[src/rtl/circle_cover_scan.sv]
// circle_cover_scan: walks a GRID_W x GRID_H lattice one point per cycle.
// Each point is tested against two latched circle centres with det_inside.
// The block counts the lattice points covered by the union of both discs and
// reports the count with a one-cycle done pulse.

// det_inside: combinational test of one lattice point against two centres.
// A point is inside a disc when dx^2 + dy^2 <= RADIUS^2. A point that lies in
// both discs is still reported once.
module det_inside #(
  parameter int RADIUS = 4
) (
  input  logic [3:0] i_px,
  input  logic [3:0] i_py,
  input  logic [3:0] i_c1x,
  input  logic [3:0] i_c1y,
  input  logic [3:0] i_c2x,
  input  logic [3:0] i_c2y,
  output logic       pt_is_in
);
  localparam logic [9:0] R_SQ = 10'(RADIUS * RADIUS);

  // Absolute distance between two 4-bit coordinates, squared (max 225).
  function automatic logic [9:0] sq_dist(input logic [3:0] a, input logic [3:0] b);
    logic [3:0] d;
    logic [7:0] sq;
    d  = (a >= b) ? (a - b) : (b - a);
    sq = {4'b0000, d} * {4'b0000, d};
    return {2'b00, sq};
  endfunction

  logic [9:0] w_d1;
  logic [9:0] w_d2;

  // Squared Euclidean distance to each centre, then the union test.
  always_comb begin
    w_d1     = sq_dist(i_px, i_c1x) + sq_dist(i_py, i_c1y);
    w_d2     = sq_dist(i_px, i_c2x) + sq_dist(i_py, i_c2y);
    pt_is_in = (w_d1 <= R_SQ) || (w_d2 <= R_SQ);
  end
endmodule

module circle_cover_scan #(
  parameter int GRID_W = 16,
  parameter int GRID_H = 16,
  parameter int RADIUS = 4,
  parameter int CNT_W  = 9
) (
  input  logic             clk,
  input  logic             rst_n,
  input  logic             start,
  input  logic [3:0]       c1x,
  input  logic [3:0]       c1y,
  input  logic [3:0]       c2x,
  input  logic [3:0]       c2y,
  output logic             busy,
  output logic [3:0]       scan_x,
  output logic [3:0]       scan_y,
  output logic             done,
  output logic [CNT_W-1:0] cover_cnt
);
  typedef enum logic [1:0] {
    ST_IDLE  = 2'd0,
    ST_SCAN  = 2'd1,
    ST_DRAIN = 2'd2,
    ST_DONE  = 2'd3
  } state_t;

  localparam logic [3:0] X_LAST = 4'(GRID_W - 1);
  localparam logic [3:0] Y_LAST = 4'(GRID_H - 1);

  state_t           r_state;
  logic [3:0]       r_c1x;
  logic [3:0]       r_c1y;
  logic [3:0]       r_c2x;
  logic [3:0]       r_c2y;
  logic [3:0]       r_scan_x;
  logic [3:0]       r_scan_y;
  logic             r_in_q;
  logic [CNT_W-1:0] r_acc;
  logic [CNT_W-1:0] r_cover_cnt;
  logic             r_busy;
  logic             r_done;

  logic             w_pt_in;
  logic [CNT_W-1:0] w_acc_next;

  det_inside #(
    .RADIUS(RADIUS)
  ) u_det (
    .i_px    (r_scan_x),
    .i_py    (r_scan_y),
    .i_c1x   (r_c1x),
    .i_c1y   (r_c1y),
    .i_c2x   (r_c2x),
    .i_c2y   (r_c2y),
    .pt_is_in(w_pt_in)
  );

  // Accumulator plus the flag registered one cycle earlier.
  always_comb begin
    w_acc_next = r_acc + {{(CNT_W-1){1'b0}}, r_in_q};
  end

  // Scan sequencer: IDLE -> SCAN (one point per cycle) -> DRAIN -> DONE -> IDLE.
  always_ff @(posedge clk or negedge rst_n) begin
    if (!rst_n) begin
      r_state     <= ST_IDLE;
      r_c1x       <= 4'd0;
      r_c1y       <= 4'd0;
      r_c2x       <= 4'd0;
      r_c2y       <= 4'd0;
      r_scan_x    <= 4'd0;
      r_scan_y    <= 4'd0;
      r_in_q      <= 1'b0;
      r_acc       <= '0;
      r_cover_cnt <= '0;
      r_busy      <= 1'b0;
      r_done      <= 1'b0;
    end else begin
      case (r_state)
        ST_IDLE: begin
          r_done <= 1'b0;
          if (start) begin
            r_c1x    <= c1x;
            r_c1y    <= c1y;
            r_c2x    <= c2x;
            r_c2y    <= c2y;
            r_scan_x <= 4'd0;
            r_scan_y <= 4'd0;
            r_in_q   <= 1'b0;
            r_acc    <= '0;
            r_busy   <= 1'b1;
            r_state  <= ST_SCAN;
          end else begin
            r_state <= ST_IDLE;
          end
        end
        ST_SCAN: begin
          // Flag for the current point is added one cycle later.
          r_in_q <= w_pt_in;
          r_acc  <= w_acc_next;
          if (r_scan_x == X_LAST) begin
            if (r_scan_y == Y_LAST) begin
              // Last point: coordinates stay put through DRAIN and DONE.
              r_state <= ST_DRAIN;
            end else begin
              r_scan_x <= 4'd0;
              r_scan_y <= r_scan_y + 4'd1;
            end
          end else begin
            r_scan_x <= r_scan_x + 4'd1;
          end
        end
        ST_DRAIN: begin
          r_acc       <= w_acc_next;
          r_cover_cnt <= w_acc_next;
          r_in_q      <= 1'b0;
          r_done      <= 1'b1;
          r_state     <= ST_DONE;
        end
        ST_DONE: begin
          // start is not accepted here; IDLE is the first cycle it is sampled.
          r_done  <= 1'b0;
          r_busy  <= 1'b0;
          r_state <= ST_IDLE;
        end
        default: begin
          r_done  <= 1'b0;
          r_busy  <= 1'b0;
          r_in_q  <= 1'b0;
          r_state <= ST_IDLE;
        end
      endcase
    end
  end

  assign busy      = r_busy;
  assign done      = r_done;
  assign scan_x    = r_scan_x;
  assign scan_y    = r_scan_y;
  assign cover_cnt = r_cover_cnt;
endmodule

[config.mk]
export PLATFORM = sky130hd
export DESIGN_NAME = circle_cover_scan
export DESIGN_NICKNAME = d
export VERILOG_FILES = /design/src/rtl/circle_cover_scan.sv
export SDC_FILE = /design/constraint.sdc
export NUM_CORES = 1
export LEC_CHECK = 0
export ABC_AREA = 1
export BUFFER_PORTS_ARGS = -buffer_cell sky130_fd_sc_hd__buf_2
export CAP_MARGIN = 10
export CORE_MARGIN = 5
export CORE_UTILIZATION = 50
export CTS_BUF_LIST = sky130_fd_sc_hd__clkbuf_2
export DETAILED_ROUTE_END_ITERATION = 12
export PLACE_DENSITY = 0.68
export SYNTH_ARGS = -nofsm -noshare
export SYNTH_HDL_FRONTEND = slang
export SYNTH_HIERARCHICAL = 1
export SYNTH_SLANG_ARGS = --single-unit
[constraint.sdc]
create_clock -name clk -period 7.4 [get_ports clk]
set_input_delay 0.74 -clock clk [delete_from_list [all_inputs] [get_ports clk]]
set_output_delay 0.74 -clock clk [all_outputs]
set_load 0.02 [all_outputs]
==> impl_metrics.ini <==
[run_status]
status = complete, no violations

[setup_path]
cp-start-kind = flip-flop
critPathMaxFanout = 10
r2r-end = r_in_q
required_ns = 7.81
r2r_start = scan_y[1]
cp.arrival_ns = 5.86
cpMostUsedCell = nand2_1
worst_setup_path_end_kind = flip-flop
r2r_slack_ns = 1.94
max_stage_delay_ns = 0.67
reg2reg_depth = 25
critical_path_class = flip-flop to flip-flop
critPathSlowestCell = dfrtp_1

[drt]
routed_wl_um = 10600
routed_via_density = 4.90
via_count = 4128
drtIter0Drc = 182
first_pass_iters = 4
wire_per_inst_um = 12.6
drc_errors = 0
ant_nets = 0

[global_routing]
grt_max_degree = 48
grt_pass1_vias = 4179
met3_usage_pct = 2.91
overflow = 0
met1_usage_pct = 23.6
top_usage_layer = met2
grt.total_usage_pct = 18.9
grt_use_met2_pct = 34.1
grt_pass1_wl_um = 18500
antenna_found_initial = 0

[placed_design]
routabilityCongestion = 0.827
port_buffers = 37
place_ws_ns = 1.98
dpl.hpwl_um = 8860
dpl_cell_area_mm2 = 0.00532
dp_cells = 835

[pwr]
leakage_nw = 3.24
vdd_ir_drop_max_uv = 123
cellPowerDensity_mw_per_mm2 = 70.9
total_power_uw = 381

[clock_network]
cts_setup_buffers = 0
clk_latency_ns = 0.44
cts_buffer_depth = 2
cts_inserted_buffers = 5
htree_levels = 2
cts_resized = 0
cts_tree = done
hold_buffers = 0
root_buffer = clkbuf_2
cts_sinks = 47
path_clk_slew_ns = 0.24

[floorplan]
io_pins = 38
core.rowCount = 36
fp.dieH_um = 110
die-area_mm2 = 0.0122
core-area_mm2 = 0.00982
die-width_um = 110
initial_core_util_pct = 51.3

[final_layout]
stdcell_count = 843
layout-drive-gt1-share_pct = 13.4
final_util_pct = 54.6
area_delta_synth_final_pct = 6.48
final_area_mm2 = 0.00537
num-nets-final = 829
diodes = 0

[yosys]
netlist_instances = 673
synth_edf_count = 0
synth_top_area_share_pct = 23.3
synth-seq-area-share_pct = 23.3
ys_ff_latch = 47
ys.flop_type = dfrtp_1
yosys.area.top_type = dfrtp_1
post-synth-top-count-cell = nand2_1
avgSynthCellArea_um2 = 7.49
async_flop_share_pct = 100
netlist-cell-type-count = 32
synthTopCellsByArea = dfrtp_1, ha_1, nand2_1
synth_common_cells = nand2_1, inv_1, ha_1, nand3_1, dfrtp_1
synth_fp_nets = 793
ys_warn_count = 6
netlist_area_mm2 = 0.00504

[timing]
tightest_slew_ns = 1.05
finalCriticalPeriod_ns = 5.46
max_freq_mhz = 183
timing.setup.tns_ns = 0
fin_ws_ns = 1.94
hold_slack_ns = 0.442
fin_worst_skew_ns = 0.0135
relSlewSlack_pct = 29.9
hold_violations = 0
period_share_pct = 73.7
rsz0062_at_grt = no
setup_violations = 0
drv_slew = 0

[worst_hold_path]
worstHoldPathType = primary input to asynchronous set/reset pin

[run]
maxCapViolCount = 0
flip-flops by register name, summed over array words and instances, names as in the netlist, 2 cells and up:
| name | count |
|---|---|
| cover_cnt | 9 |
| r_acc | 9 |
| r_c1x | 4 |
| r_c1y | 4 |
| r_c2x | 4 |
| r_c2y | 4 |
| r_state | 2 |
| scan_x | 4 |
| scan_y | 4 |
cells by family (layout without fill, tap and decap cells):
family                   Yosys count  count (layout)  synth area share, %
flip-flops                        47              47                 23.3
buffers and inverters            138             175                 11.1
adder cells (fa/ha/maj)          101             101                 29.6
XOR/XNOR                          12              12                 2.09
AND/OR/NAND/NOR                  340             340                 29.6
AO/OA/AOI/OAI                     35              35                 4.30
critical path, delay by kind of cell, from the launching register on:
kind	cells	cell delay, ns
simple gates	15	1.36
fa+ha+maj	7	3.03
flops	1	0.67
buf+inv	3	0.35
metal layers:
layer | vias up | part of all wire (%)
met4 | 0 | 1.0
li1 | 2143 | -
met1 | 1924 | 44
met2 | 53 | 51
met5 | - | 0
met3 | 8 | 3.2
cell usage in the layout (no fill, tap or decap), drive strengths merged:
| master | instances |
|---|---|
| o22ai | 1 |
| nand2 | 228 |
| nor2 | 42 |
| fa | 30 |
| buf | 37 |
| clkinv | 1 |
| dfrtp | 47 |
| inv | 130 |
| nand4 | 8 |
| a21oi | 10 |
| o21bai | 3 |
| nand3 | 55 |
| clkbuf | 5 |
| o211ai | 1 |
| and2 | 2 |
| a22o | 2 |
| or2 | 2 |
| clkinvlp | 2 |
| nand3b | 3 |
| ha | 71 |
| xnor2 | 8 |
| xor2 | 4 |
| o21ai | 18 |
area by class of cell:
type                       instances  area (µm²)
tap                              133         166
clock inverter                     3        20.0
fill                             982        4450
inverter                         130         490
timing repair buffer              37         185
sequential                        47        1180
multi-input combinational        488        3300
clock buffer                       5        25.0
how the worst max path moves through the flow:
| stage | startpoint | end | slack [ns] | depth (start not counted) |
|---|---|---|---|---|
| floorplan | scan_x[0] | r_in_q | 2.41 | 28 |
| global placement | scan_y[1] | r_in_q | 2.10 | 25 |
| detailed placement | scan_y[2] | r_in_q | 1.98 | 25 |
| CTS | scan_y[2] | r_in_q | 1.92 | 25 |
| global route | scan_y[1] | r_in_q | 1.59 | 24 |
| finish | scan_y[1] | r_in_q | 1.94 | 25 |
power breakdown:
group | internal (mW) | leakage (nW) | total (mW) | switching [mW]
clock | 0.0223 | 0.0250 | 0.109 | 0.0864
combinational | 0.00418 | 2.60 | 0.0125 | 0.00831
sequential | 0.258 | 0.617 | 0.259 | 0.000934
total | 0.285 | 3.24 | 0.381 | 0.0957
Note: power is estimated with default switching activity, not from simulation.
